==> src/rtl/muldiv_pkg.sv <==
// Shared types and constants for the mult/div sequencer.
package muldiv_pkg;

  localparam int unsigned MULDIV_WIDTH       = 32;
  localparam int unsigned MULDIV_TIMEOUT_CYC = 40;
  localparam int unsigned WDOG_CNT_W         = 8;

  localparam logic OP_MULT = 1'b0;
  localparam logic OP_DIV  = 1'b1;

  typedef enum logic [1:0] {
    IDLE   = 2'd0,
    LAUNCH = 2'd1,
    WAIT   = 2'd2,
    COMMIT = 2'd3
  } muldiv_state_e;

endpackage

==> src/rtl/muldiv_ctrl.sv <==
// Sequencer between the multicycle control unit and the iterative mult/div units.
// Latches one request, pulses the selected unit's start, waits for its end and
// commits the result into HI/LO. Define MULDIV_WDOG_EN to add a wait watchdog.
module muldiv_ctrl
  import muldiv_pkg::*;
#(
  parameter int unsigned WIDTH       = MULDIV_WIDTH,
  parameter int unsigned TIMEOUT_CYC = MULDIV_TIMEOUT_CYC
) (
  input  logic             clk,
  input  logic             reset,
  input  logic             req,
  input  logic             req_is_div,
  input  logic [WIDTH-1:0] req_a,
  input  logic [WIDTH-1:0] req_b,
  output logic             busy,
  output logic             done,
  output logic             div_zero,
  output logic             timeout,
  output logic [WIDTH-1:0] hi,
  output logic [WIDTH-1:0] lo,
  output logic [WIDTH-1:0] u_a,
  output logic [WIDTH-1:0] u_b,
  output logic             mult_start,
  output logic             div_start,
  input  logic             mult_end,
  input  logic [WIDTH-1:0] mult_hi,
  input  logic [WIDTH-1:0] mult_lo,
  input  logic             div_end,
  input  logic [WIDTH-1:0] div_hi,
  input  logic [WIDTH-1:0] div_lo
);

  // The watchdog counter is 8 bits wide; reject limits it can never reach.
  if (TIMEOUT_CYC < 1 || TIMEOUT_CYC >= 2**WDOG_CNT_W) begin : g_bad_timeout
    $error("muldiv_ctrl: TIMEOUT_CYC out of range for the wait counter");
  end

  muldiv_state_e    state_q, state_d;
  logic             op_q, op_d;
  logic             armed_q, armed_d;
  logic             busy_d, done_d, div_zero_d, timeout_d;
  logic             mult_start_d, div_start_d;
  logic [WIDTH-1:0] hi_d, lo_d, u_a_d, u_b_d;
  logic             sel_end;
`ifdef MULDIV_WDOG_EN
  logic [WDOG_CNT_W-1:0] cnt_q, cnt_d;
`endif

  // State and registered outputs; reset aborts any op without committing.
  always_ff @(posedge clk) begin
    if (reset) begin
      state_q    <= IDLE;
      op_q       <= OP_MULT;
      armed_q    <= 1'b0;
      busy       <= 1'b0;
      done       <= 1'b0;
      div_zero   <= 1'b0;
      timeout    <= 1'b0;
      mult_start <= 1'b0;
      div_start  <= 1'b0;
      hi         <= '0;
      lo         <= '0;
      u_a        <= '0;
      u_b        <= '0;
`ifdef MULDIV_WDOG_EN
      cnt_q      <= '0;
`endif
    end else begin
      state_q    <= state_d;
      op_q       <= op_d;
      armed_q    <= armed_d;
      busy       <= busy_d;
      done       <= done_d;
      div_zero   <= div_zero_d;
      timeout    <= timeout_d;
      mult_start <= mult_start_d;
      div_start  <= div_start_d;
      hi         <= hi_d;
      lo         <= lo_d;
      u_a        <= u_a_d;
      u_b        <= u_b_d;
`ifdef MULDIV_WDOG_EN
      cnt_q      <= cnt_d;
`endif
    end
  end

  // Next state and next values of every registered output.
  always_comb begin
    state_d      = state_q;
    op_d         = op_q;
    armed_d      = armed_q;
    busy_d       = busy;
    done_d       = 1'b0;
    div_zero_d   = 1'b0;
    timeout_d    = 1'b0;
    mult_start_d = 1'b0;
    div_start_d  = 1'b0;
    hi_d         = hi;
    lo_d         = lo;
    u_a_d        = u_a;
    u_b_d        = u_b;
`ifdef MULDIV_WDOG_EN
    cnt_d        = cnt_q;
`endif
    sel_end      = (op_q == OP_DIV) ? div_end : mult_end;

    case (state_q)
      // COMMIT behaves like IDLE for acceptance so back-to-back ops lose no cycle.
      IDLE, COMMIT: begin
        state_d = IDLE;
        if (req) begin
          u_a_d = req_a;
          u_b_d = req_b;
          op_d  = req_is_div;
          if (req_is_div == OP_DIV && req_b == '0) begin
            div_zero_d = 1'b1;
          end else begin
            state_d      = LAUNCH;
            busy_d       = 1'b1;
            mult_start_d = (req_is_div == OP_MULT);
            div_start_d  = (req_is_div == OP_DIV);
          end
        end
      end
      // An end still high from before the launch must drop before it is trusted.
      LAUNCH: begin
        state_d = WAIT;
        armed_d = !sel_end;
`ifdef MULDIV_WDOG_EN
        cnt_d   = '0;
`endif
      end
      WAIT: begin
        if (sel_end && armed_q) begin
          state_d = COMMIT;
          busy_d  = 1'b0;
          done_d  = 1'b1;
          hi_d    = (op_q == OP_DIV) ? div_hi : mult_hi;
          lo_d    = (op_q == OP_DIV) ? div_lo : mult_lo;
        end else begin
          if (!sel_end) armed_d = 1'b1;
`ifdef MULDIV_WDOG_EN
          cnt_d = cnt_q + WDOG_CNT_W'(1);
          if (cnt_d == WDOG_CNT_W'(TIMEOUT_CYC)) begin
            state_d   = IDLE;
            busy_d    = 1'b0;
            timeout_d = 1'b1;
          end
`endif
        end
      end
      default: state_d = IDLE;
    endcase
  end

endmodule
==> config.mk <==
export PLATFORM = sky130hd
export DESIGN_NAME = muldiv_ctrl
export DESIGN_NICKNAME = d
export VERILOG_FILES = /design/src/rtl/muldiv_pkg.sv /design/src/rtl/muldiv_ctrl.sv
export SDC_FILE = /design/constraint.sdc
export NUM_CORES = 1
export LEC_CHECK = 0
export CORE_AREA = 2 2 129 131
export CTS_BUF_LIST = sky130_fd_sc_hd__clkbuf_4 sky130_fd_sc_hd__clkbuf_8 sky130_fd_sc_hd__clkbuf_16
export CTS_CLUSTER_SIZE = 30
export DETAILED_ROUTE_END_ITERATION = 16
export DIE_AREA = 0 0 131 133
export PLACE_DENSITY_LB_ADDON = 0.12
export SLEW_MARGIN = 20
export SYNTH_ARGS = -nofsm -noshare
export SYNTH_HDL_FRONTEND = slang
export SYNTH_SLANG_ARGS = --single-unit
==> constraint.sdc <==
create_clock -name clk -period 3.8 [get_ports clk]
set_clock_uncertainty 0.1 [all_clocks]
set_input_delay 0.76 -clock clk [delete_from_list [all_inputs] [get_ports clk]]
set_output_delay 0.76 -clock clk [all_outputs]
set_load 0.01 [all_outputs]
Yosys cells after proc, flatten, opt, wreduce, memory -nomap -nowiden
Index checks and enable logic that the tools add are counted.
- equal/unequal tests: 8
- mux-type cells: 16
- bitwise gates (word level): 4
- reduce and logical (&&, ||, !) cells: 15
- operators with widths (kind ; number):
    $mux 32 ; 2
    $logic_not 32->1 ; 1
    $mux 1 ; 10
    $ne 2x2->1 const B ; 5
    $pmux 2 s3 ; 1
    $eq 2x2->1 const B ; 2
    $not 1->1 ; 4
    $pmux 1 s2 ; 2
    $reduce_and 2->1 ; 2
    $reduce_and 4->1 ; 1
    $reduce_bool 2->1 ; 2
    $reduce_or 2->1 ; 2
    $reduce_or 4->1 ; 1
    $reduce_and 3->1 ; 1
    $reduce_or 3->1 ; 1
    $eq 2x1->1 const B ; 1
    $logic_and 1x1->1 ; 2
    $logic_not 2->1 ; 1
    $mux 2 ; 1
    $logic_not 1->1 ; 1
- bits in registers: 137
- logic and storage cells: 55

Longest topological paths before layout
Gate-level depths: netlist of run 1.
- word-level depth: 5
- depth in mapped cells: 8
- depth with buffers taken out: 6

Worst setup path before layout of run 1
No wires, ideal clock.
- kind: input port to flip-flop
- from: in mult_end
- to: reg lo[15]
- data arrival time: 1661 ps
- data required time: 3554 ps
- setup slack: 1893 ps
- cell stages on the path: 6
- cells stage by stage: mux2_4 > and3_4 > buf_6 > buf_2 > nor2_1 > a211oi_2
- cells in the longest elaborated chain, start to end: 3
- RTL lines (what ; RTL line ; source):
    start, declared ; muldiv_ctrl.sv:26 ; input logic mult_end,
    $mux 1 ; muldiv_ctrl.sv:107 ; sel_end = (op_q == OP_DIV) ? div_end : mult_end;
    $logic_and 1x1->1 ; muldiv_ctrl.sv:136 ; if (sel_end && armed_q) begin
    $reduce_and 2->1 (no source line) ; - ;
    end signal, assigned ; muldiv_ctrl.sv:80 ; lo <= lo_d;
    end, declared ; muldiv_ctrl.sv:21 ; output logic [WIDTH-1:0] lo,
Every way passes these cells.
A chain may end at the register's enable or synchronous reset.

Final worst setup path of run 1
- from: in mult_end
- to: reg lo[9]
The elaborated chain is that of the path after synthesis.

==> results.py, run 1 <==
metrics = {
    "run_status": {
        "outcome": "completed",
    },
    "clock_tree": {
        "clk_path_buf_depth": 2,
        "clock-sinks": 137,
        "cts_buffers": 17,
        "path_clk_slew_ns": 0.05,
        "insertion_delay_ns": 0.41,
        "htreeDepth": 4,
        "cts_tree": "done",
        "clock-root-buffer": "clkbuf_16",
        "post_cts_buffers": 0,
        "postCtsHoldBufs": 0,
        "cts_resized": 0,
    },
    "power_and_ir_drop": {
        "peakVddDrop_mv": 0.3171,
        "power_frac_seq_pct": 35.6,
        "sw_frac_of_total_pct": 28.50,
        "p_leak_nw": 3.312,
        "p_int_mw": 3.467,
        "p_switching_mw": 1.382,
        "combPwrFrac_pct": 29.5,
        "power.density_nw_per_um2": 498.1,
        "p_clk_share_pct": 34.9,
    },
    "synthesis": {
        "synth_compound_area_share_pct": 19.65,
        "yosys_warnings": 0,
        "synthXorXnorAreaFrac_pct": 0,
        "syn_area_per_cell_um2": 9.214,
        "synth_area_um2": 5713,
        "syn_nets": 819,
        "synth-edff-count": 0,
        "yosysSeqAreaShare_pct": 48.01,
        "synth_cells": 620,
        "synth-simple-area-share_pct": 15.94,
        "yosys.area_share.adder_pct": 0.2190,
        "ys_async_sr_fraction_pct": 0,
        "ys.flop_type": "dfxtp_1",
        "synth_top_family_by_area": "compound AO/OA/AOI/OAI gates",
        "muxShareOfSynthArea_pct": 11.48,
        "synth_cell_type_count": 33,
        "ys_ff_latch": 137,
    },
    "routing": {
        "drt_iter0_drc": 211,
        "final_antenna_net_count": 0,
        "drt_first_pass_iters": 4,
        "topRoutingLayerUsed": "met4",
        "wl_met1_um": 6914,
        "wl_met2_um": 9142,
        "vias": 5500,
        "met3_length_um": 1959,
        "post_drt_via_cell_ratio": 4.745,
        "drcViolationCount": 0,
        "wl_um": 18290,
        "routedWlPerCell_um": 15.78,
    },
    "critical_path": {
        "crit_type": "input port to flip-flop",
        "critPathLaunchType": "input port",
        "crit_required_ns": 4.02,
        "cp_max_fo": 45,
        "worst_ep_arrival_time_ns": 2.74,
        "cp-end-kind": "flip-flop",
    },
    "floorplan": {
        "core-area_um2": 16170,
        "die_h_um": 133,
        "num_rows": 47,
        "die_area_um2": 17420,
        "fp.dieW_um": 131,
        "start_util_pct": 35.33,
        "pin_count": 332,
    },
    "timing": {
        "worstMarginPinSlew_ns": 1.093,
        "setup_violations": 0,
        "slew_violations": 0,
        "rsz0062_at_grt": "no",
        "fmax_mhz": 397.1,
        "tns_ns": 0,
        "period_needed_ns": 2.518,
        "fin_ws_ns": 1.282,
        "hold_viol": 0,
        "min_period_over_period_pct": 66.27,
        "slew_headroom_pct": 27.13,
    },
    "final_layout": {
        "layout_common_cells": "clkdlybuf4s50_1, dfxtp_1, nand2_1",
        "layout.area.seq_um2": 2746,
        "post-route-cell-area_um2": 9736,
        "drive_gt1_share_pct": 10.54,
        "nNetsFinal": 1126,
        "area_growth_pct": 70.41,
        "utilization_pct": 60.20,
        "multi_input_area_um2": 2709,
        "fillerInstances": 1374,
        "diodes": 0,
        "final_common_cell": "clkdlybuf4s50_1",
    },
    "worst_hold_path": {
        "hold_path.class": "flip-flop to flip-flop",
    },
    "placed_design": {
        "io_buffers": 330,
        "placed_area_um2": 9123,
        "globalplace.congestion": 0.7540,
        "dp_hpwl_um": 13760,
        "dpl_worst_slack_ns": 0.8553,
    },
    "global_route": {
        "grt_pass1_vias": 5563,
        "grt_start_max_net_pins": 89,
        "gr-total-overflow": 0,
        "track_usage_pct": 20.53,
        "grt_pass1_wl_um": 27840,
        "antenna_found_initial": 0,
    },
    "job": {
        "cap_violations": 0,
    },
}
-- cells by family after synthesis --
family                   count (synthesis)
AO/OA/AOI/OAI                          138
adder cells (fa/ha/maj)                  1
buffers and inverters                   53
flip-flops                             137
multiplexers                            65
other                                    1
AND/OR/NAND/NOR                        225
-- power groups by stage --
| stage | clock (mW) | combinational (mW) | sequential, mW |
|---|---|---|---|
| after floorplan | 0 | 0.655 | 1.83 |
| after global placement | 0 | 1.42 | 1.75 |
| after detailed placement | 0 | 1.45 | 1.76 |
| after CTS | 1.73 | 1.45 | 1.73 |
| after global routing | 1.81 | 1.56 | 1.75 |
| final | 1.69 | 1.43 | 1.73 |
-- state kept, by name (all words and copies together) (netlist names) --
signal / flops
u_b: 32
op_q: 1
lo: 32
div_zero: 1
done: 1
div_start: 1
state_q: 2
mult_start: 1
hi: 32
u_a: 32
busy: 1
armed_q: 1
-- layer usage --
metal / GRT usage (%) / vias to the layer above
met3: 8.937 / 23
met2: 36.53 / 214
met1: 21.45 / 2516
li1: - / 2747
met5: 0 / -
met4: 6.619 / 0
-- per-stage QoR --
step	total power, mW	hold WS, ns	instances
after global placement	3.164	0.3420	1128
after global routing	5.114	0.3717	1159
after floorplan	2.484	0.3761	620
final	4.849	0.3501	1159
after detailed placement	3.204	0.3467	1128
after CTS	4.913	0.3529	1159
-- layout make-up --
class	count	share of cell area, %
clock inverter	8	1.208
timing repair buffer	340	34.80
clock buffer	23	5.089
multi-input combinational	430	27.82
tap	220	2.827
inverter	1	0.03856
sequential	137	28.21
-- final timing paths --
check                               start                   end  slack, ns  depth (start not counted)
setup reg to reg  state_q[0]$_SDFFE_PP0P_  u_a[18]$_SDFFE_PP0P_       1.62                          6
hold reg to reg      u_b[30]$_SDFFE_PP0P_  u_b[30]$_SDFFE_PP0P_       0.35                          2
hold / removal       u_b[30]$_SDFFE_PP0P_  u_b[30]$_SDFFE_PP0P_       0.35                          2
setup / recovery                 mult_end    lo[9]$_SDFFE_PP0P_       1.28                          6
-- cell usage after synthesis, drive strengths merged, types with 2 or more instances --
master  number  area [um^2]
a21oi       67        335.3
nand2      134        503.0
o21ai        2        10.01
nor2        69        259.0
mux2i       64        640.6
a211oi      65        743.2
dfxtp      137         2743
nand3        3        15.01
nor4         7        43.79
clkbuf      14        52.55
nor2b        2        12.51
buf         38        209.0
nor3         2        15.01
nor4b        2        17.52
-- critical path: stages --
cell	delay [ns]
clkdlybuf4s50_1	0.48
mux2_4	0.19
and3_4	0.57
buf_4	0.42
nor2_1	0.09
a211oi_2	0.21
Note: power is estimated with default switching activity, not from simulation.
==> inputs of run 2 (changes only) <==
--- a/config.mk
+++ b/config.mk
@@ -5,11 +5,11 @@
 export SDC_FILE = /design/constraint.sdc
 export NUM_CORES = 1
 export LEC_CHECK = 0
-export CORE_AREA = 2 2 129 131
+export CORE_AREA = 2 2 130 132
 export CTS_BUF_LIST = sky130_fd_sc_hd__clkbuf_4 sky130_fd_sc_hd__clkbuf_8 sky130_fd_sc_hd__clkbuf_16
 export CTS_CLUSTER_SIZE = 30
 export DETAILED_ROUTE_END_ITERATION = 16
-export DIE_AREA = 0 0 131 133
+export DIE_AREA = 0 0 132 134
 export PLACE_DENSITY_LB_ADDON = 0.12
 export SLEW_MARGIN = 20
 export SYNTH_ARGS = -nofsm -noshare
==> constraint.sdc (replaced) <==
create_clock -name clk -period 2.4 [get_ports clk]
set_clock_uncertainty 0.1 [all_clocks]
set_input_delay 0.48 -clock clk [delete_from_list [all_inputs] [get_ports clk]]
set_output_delay 0.48 -clock clk [all_outputs]
set_load 0.01 [all_outputs]
==> results.py, run 2 (synthesis results as in run 1) <==
metrics = {
    "timing": {
        "period_needed_ns": 1.913,
        "setup_violations": 0,
        "slew_violations": 0,
        "fin_ws_ns": 0.4867,
        "fmax_mhz": 522.6,
        "hold_viol": 0,
        "rsz0062_at_grt": "no",
        "min_period_over_period_pct": 79.72,
        "tns_ns": 0,
    },
    "critical_path": {
        "crit_slowest_cell": "clkdlybuf4s50_1",
        "critPathLaunchType": "flip-flop",
        "path_buf_inv": 1,
        "cp_top_family": "buffers and inverters",
        "crit_type": "flip-flop to output port",
        "cpPeakStageDelay_ns": 0.58,
        "cp_max_fo": 2,
        "cp-end-kind": "output port",
        "worst_ep_arrival_time_ns": 1.33,
        "crit_required_ns": 1.82,
        "worstPathCellList": "clkdlybuf4s50_1",
    },
    "job": {
        "cap_violations": 0,
    },
    "floorplan": {
        "die_h_um": 134,
        "num_rows": 47,
        "start_util_pct": 35.07,
        "die_area_um2": 17690,
        "fp.dieW_um": 132,
        "core-area_um2": 16290,
        "pin_count": 332,
    },
    "clock_tree": {
        "cts_buffers": 17,
        "clock-sinks": 137,
        "cts_resized": 0,
        "cts_tree": "done",
        "path_clk_slew_ns": 0.06,
        "htreeDepth": 4,
        "clock-root-buffer": "clkbuf_16",
        "postCtsHoldBufs": 0,
        "clk_path_buf_depth": 2,
        "insertion_delay_ns": 0.41,
        "post_cts_buffers": 0,
    },
    "placed_design": {
        "dpl_worst_slack_ns": 0.1274,
        "placed_area_um2": 9165,
        "dp_hpwl_um": 13850,
        "globalplace.congestion": 0.7979,
        "io_buffers": 330,
    },
    "final_layout": {
        "fillerInstances": 1407,
        "nNetsFinal": 1125,
        "diodes": 0,
        "final_common_cell": "clkdlybuf4s50_1",
        "post-route-cell-area_um2": 9792,
        "area_growth_pct": 71.40,
        "utilization_pct": 60.11,
        "drive_gt1_share_pct": 10.54,
        "layout_common_cells": "clkdlybuf4s50_1, dfxtp_1, nand2_1",
    },
    "routing": {
        "final_antenna_net_count": 0,
        "topRoutingLayerUsed": "met4",
        "drcViolationCount": 0,
        "routedWlPerCell_um": 15.89,
        "drt_first_pass_iters": 4,
        "wl_met2_um": 8972,
        "wl_met1_um": 7187,
        "post_drt_via_cell_ratio": 4.780,
        "wl_um": 18410,
        "drt_iter0_drc": 197,
        "met3_length_um": 1786,
        "vias": 5540,
    },
    "global_route": {
        "grt_pass1_vias": 5701,
        "track_usage_pct": 20.23,
        "grt_start_max_net_pins": 73,
        "gr-total-overflow": 0,
        "grt_pass1_wl_um": 28550,
        "antenna_found_initial": 0,
    },
    "power_and_ir_drop": {
        "p_leak_nw": 3.320,
        "peakVddDrop_mv": 0.5651,
        "power_mw": 7.793,
        "power.density_nw_per_um2": 795.8,
    },
    "run_status": {
        "outcome": "completed",
    },
    "worst_hold_path": {
        "hold_path.class": "flip-flop to flip-flop",
    },
}
## run 2: area by class of cell
cell class	count	area (um^2)	area share, %
timing repair buffer	339	3431	35.04
sequential	137	2746	28.05
multi-input combinational	430	2709	27.66
clock buffer	19	452.9	4.626
tap	220	275.3	2.811
clock inverter	13	173.9	1.776
inverter	1	3.754	0.03833
## run 2: where the power goes
part / internal, mW / switching (mW) / total [mW]
Clock: 1.78 / 0.964 / 2.75
Combinational: 1.18 / 1.13 / 2.31
Sequential: 2.58 / 0.154 / 2.73
Total: 5.55 / 2.25 / 7.79
## run 2: through the flow
step / hold slack (ns) / cells
3_3_place_gp: 0.3420 / 1127
6_report: 0.3519 / 1159
4_1_cts: 0.3533 / 1159
3_5_place_dp: 0.3456 / 1127
2_1_floorplan: 0.3761 / 620
5_1_grt: 0.3641 / 1159
## run 2: per-layer routing
layer  vias to the layer above  GRT usage [%]
li1                       2746              -
met1                      2528          21.17
met2                       232          35.53
met3                        34          8.692
met4                         0          8.696
met5                         -              0
## run 2: path summary, 6_finish.rpt
kind | start | endpoint | slack, ns | depth (start not counted)
worst min register to register | u_b[7]$_SDFFE_PP0P_ | u_b[7]$_SDFFE_PP0P_ | 0.35 | 2
worst max register to register | state_q[0]$_SDFFE_PP0P_ | u_a[13]$_SDFFE_PP0P_ | 0.58 | 6
worst max-delay path | lo[31]$_SDFFE_PP0P_ | lo[31] | 0.49 | 1
worst min-delay path | u_b[7]$_SDFFE_PP0P_ | u_b[7]$_SDFFE_PP0P_ | 0.35 | 2
==> inputs of run 3 (changes only) <==
--- a/config.mk
+++ b/config.mk
@@ -5,11 +5,11 @@
 export SDC_FILE = /design/constraint.sdc
 export NUM_CORES = 1
 export LEC_CHECK = 0
-export CORE_AREA = 2 2 130 132
+export CORE_MARGIN = 1.5
+export CORE_UTILIZATION = 34
 export CTS_BUF_LIST = sky130_fd_sc_hd__clkbuf_4 sky130_fd_sc_hd__clkbuf_8 sky130_fd_sc_hd__clkbuf_16
 export CTS_CLUSTER_SIZE = 30
 export DETAILED_ROUTE_END_ITERATION = 16
-export DIE_AREA = 0 0 132 134
 export PLACE_DENSITY_LB_ADDON = 0.12
 export SLEW_MARGIN = 20
 export SYNTH_ARGS = -nofsm -noshare
==> constraint.sdc (replaced) <==
create_clock -name clk -period 1.74 [get_ports clk]
set_clock_uncertainty 0.1 [all_clocks]
set_input_delay 0.348 -clock clk [delete_from_list [all_inputs] [get_ports clk]]
set_output_delay 0.348 -clock clk [all_outputs]
set_load 0.01 [all_outputs]
==> results.py, run 3 (synthesis results as in run 1) <==
metrics = {
    "routing": {
        "routedWlPerCell_um": 15.49,
        "drt_first_pass_iters": 5,
        "drt_iter0_drc": 189,
        "final_antenna_net_count": 0,
        "vias": 5549,
        "drcViolationCount": 0,
        "post_drt_via_cell_ratio": 4.707,
        "wl_um": 18260,
    },
    "timing": {
        "setup_violations": 0,
        "whs_ns": 0.1910,
        "fmax_mhz": 597.5,
        "rsz0062_at_grt": "no",
        "slew_violations": 0,
        "min_period_over_period_pct": 96.18,
        "hold_viol": 0,
        "period_needed_ns": 1.674,
    },
    "critical_path": {
        "cp-end-kind": "flip-flop",
        "worstPathCellList": "clkdlybuf4s50_1 -> nor4_2 -> nand3_1 -> or4_1 -> o211ai_1",
        "crit_slowest_cell": "or4_1",
        "cp_max_fo": 2,
        "critPathLaunchType": "input port",
        "crit_required_ns": 1.98,
        "cp_top_family": "simple AND/OR/NAND/NOR gates",
        "crit_type": "input port to flip-flop",
        "path_buf_inv": 1,
        "cpPeakStageDelay_ns": 0.54,
        "worst_ep_arrival_time_ns": 1.91,
    },
    "floorplan": {
        "core-area_um2": 16520,
        "num_rows": 47,
        "start_util_pct": 34.57,
        "die_h_um": 132.6,
        "pin_count": 332,
        "fp.dieW_um": 132.6,
        "die_area_um2": 17590,
    },
    "final_layout": {
        "nNetsFinal": 1146,
        "drive_gt1_share_pct": 12.83,
        "area_growth_pct": 71.33,
        "layout_common_cells": "clkdlybuf4s50_1, dfxtp_1, nand2_1",
        "fillerInstances": 1468,
        "final_common_cell": "clkdlybuf4s50_1",
        "diodes": 0,
    },
    "placed_design": {
        "io_buffers": 330,
        "dp_hpwl_um": 13960,
        "globalplace.congestion": 0.8117,
    },
    "global_route": {
        "grt_pass1_vias": 5576,
        "track_usage_pct": 20.48,
        "gr-total-overflow": 0,
        "grt_pass1_wl_um": 28640,
        "antenna_found_initial": 0,
        "grt_start_max_net_pins": 77,
    },
    "clock_tree": {
        "cts_buffers": 17,
        "clock-root-buffer": "clkbuf_16",
        "htreeDepth": 4,
        "cts_tree": "done",
        "clk_path_buf_depth": 2,
        "path_clk_slew_ns": 0.06,
        "postCtsHoldBufs": 0,
        "insertion_delay_ns": 0.41,
        "clock-sinks": 137,
    },
    "job": {
        "cap_violations": 0,
    },
    "power_and_ir_drop": {
        "power.density_nw_per_um2": 1050,
        "power_mw": 10.28,
        "p_leak_nw": 4.021,
        "peakVddDrop_mv": 0.6471,
    },
    "worst_hold_path": {
        "hold_path.class": "input port to flip-flop",
    },
    "run_status": {
        "outcome": "completed",
    },
}
==> run 3: report_power, final <==
group / leakage (nW) / switching, mW / internal, mW / total, mW
logic: 2.63 / 1.60 / 1.55 / 3.14
clock network: 0.272 / 1.30 / 2.08 / 3.38
registers: 1.12 / 0.198 / 3.56 / 3.75
total: 4.02 / 3.09 / 7.18 / 10.3
==> run 3: per-layer routing <==
layer | GRT usage (%) | vias up | wire (um)
met1 | 21.37 | 2511 | 7023
met2 | 37.11 | 216 | 9258
met4 | 7.326 | 0 | 342
li1 | - | 2794 | -
met3 | 8.238 | 28 | 1638
met5 | 0 | - | 0
==> run 3: metrics by stage <==
step	TNS [ns]	utilization [%]	std cells	worst slack [ns]	area (um^2)
2_1_floorplan	0	-	620	0.07702	5714
3_3_place_gp	-11.63	56.64	1148	-0.4051	9360
3_5_place_dp	-13.82	56.64	1148	-0.4354	9360
4_1_cts	0	59.05	1179	0.003220	9758
5_1_grt	0	59.23	1179	0.01378	9788
6_report	0	59.23	1179	0.06643	9788
==> run 3: final timing paths <==
kind / start / end / slack, ns / depth (start not counted)
hold / removal: reset / busy$_SDFFE_PP0P_ / 0.19 / 3
setup reg to reg: state_q[0]$_SDFFE_PP0P_ / u_a[25]$_SDFFE_PP0P_ / 0.12 / 6
hold reg to reg: u_b[3]$_SDFFE_PP0P_ / u_b[3]$_SDFFE_PP0P_ / 0.35 / 2
setup / recovery: req_b[17] / busy$_SDFFE_PP0P_ / 0.07 / 5
==> run 3: repair_timing <==
action | CTS | global route
buffers inserted | 0 | 0
pin swaps | 0 | 0
resized for setup | 132 | 7
endpoints found under the setup margin | 132 | 65
hold endpoints to repair | 0 | 0
==> run 3: area by class of cell <==
type / count / area [um^2] / share of cell area, %
inverters: 1 / 3.754 / 0.03835
repair buffers: 360 / 3467 / 35.42
flip-flops and latches: 137 / 2746 / 28.06
multi-input cells: 430 / 2740 / 27.99
well taps: 220 / 275.3 / 2.812
clock buffers: 23 / 483.0 / 4.934
clock inverters: 8 / 72.57 / 0.7414
==> run 3: tightest hold or removal path, cell delays in order <==
cell	delay, ns
buf_4	0.12
or3_1	0.11
o211ai_1	0.07
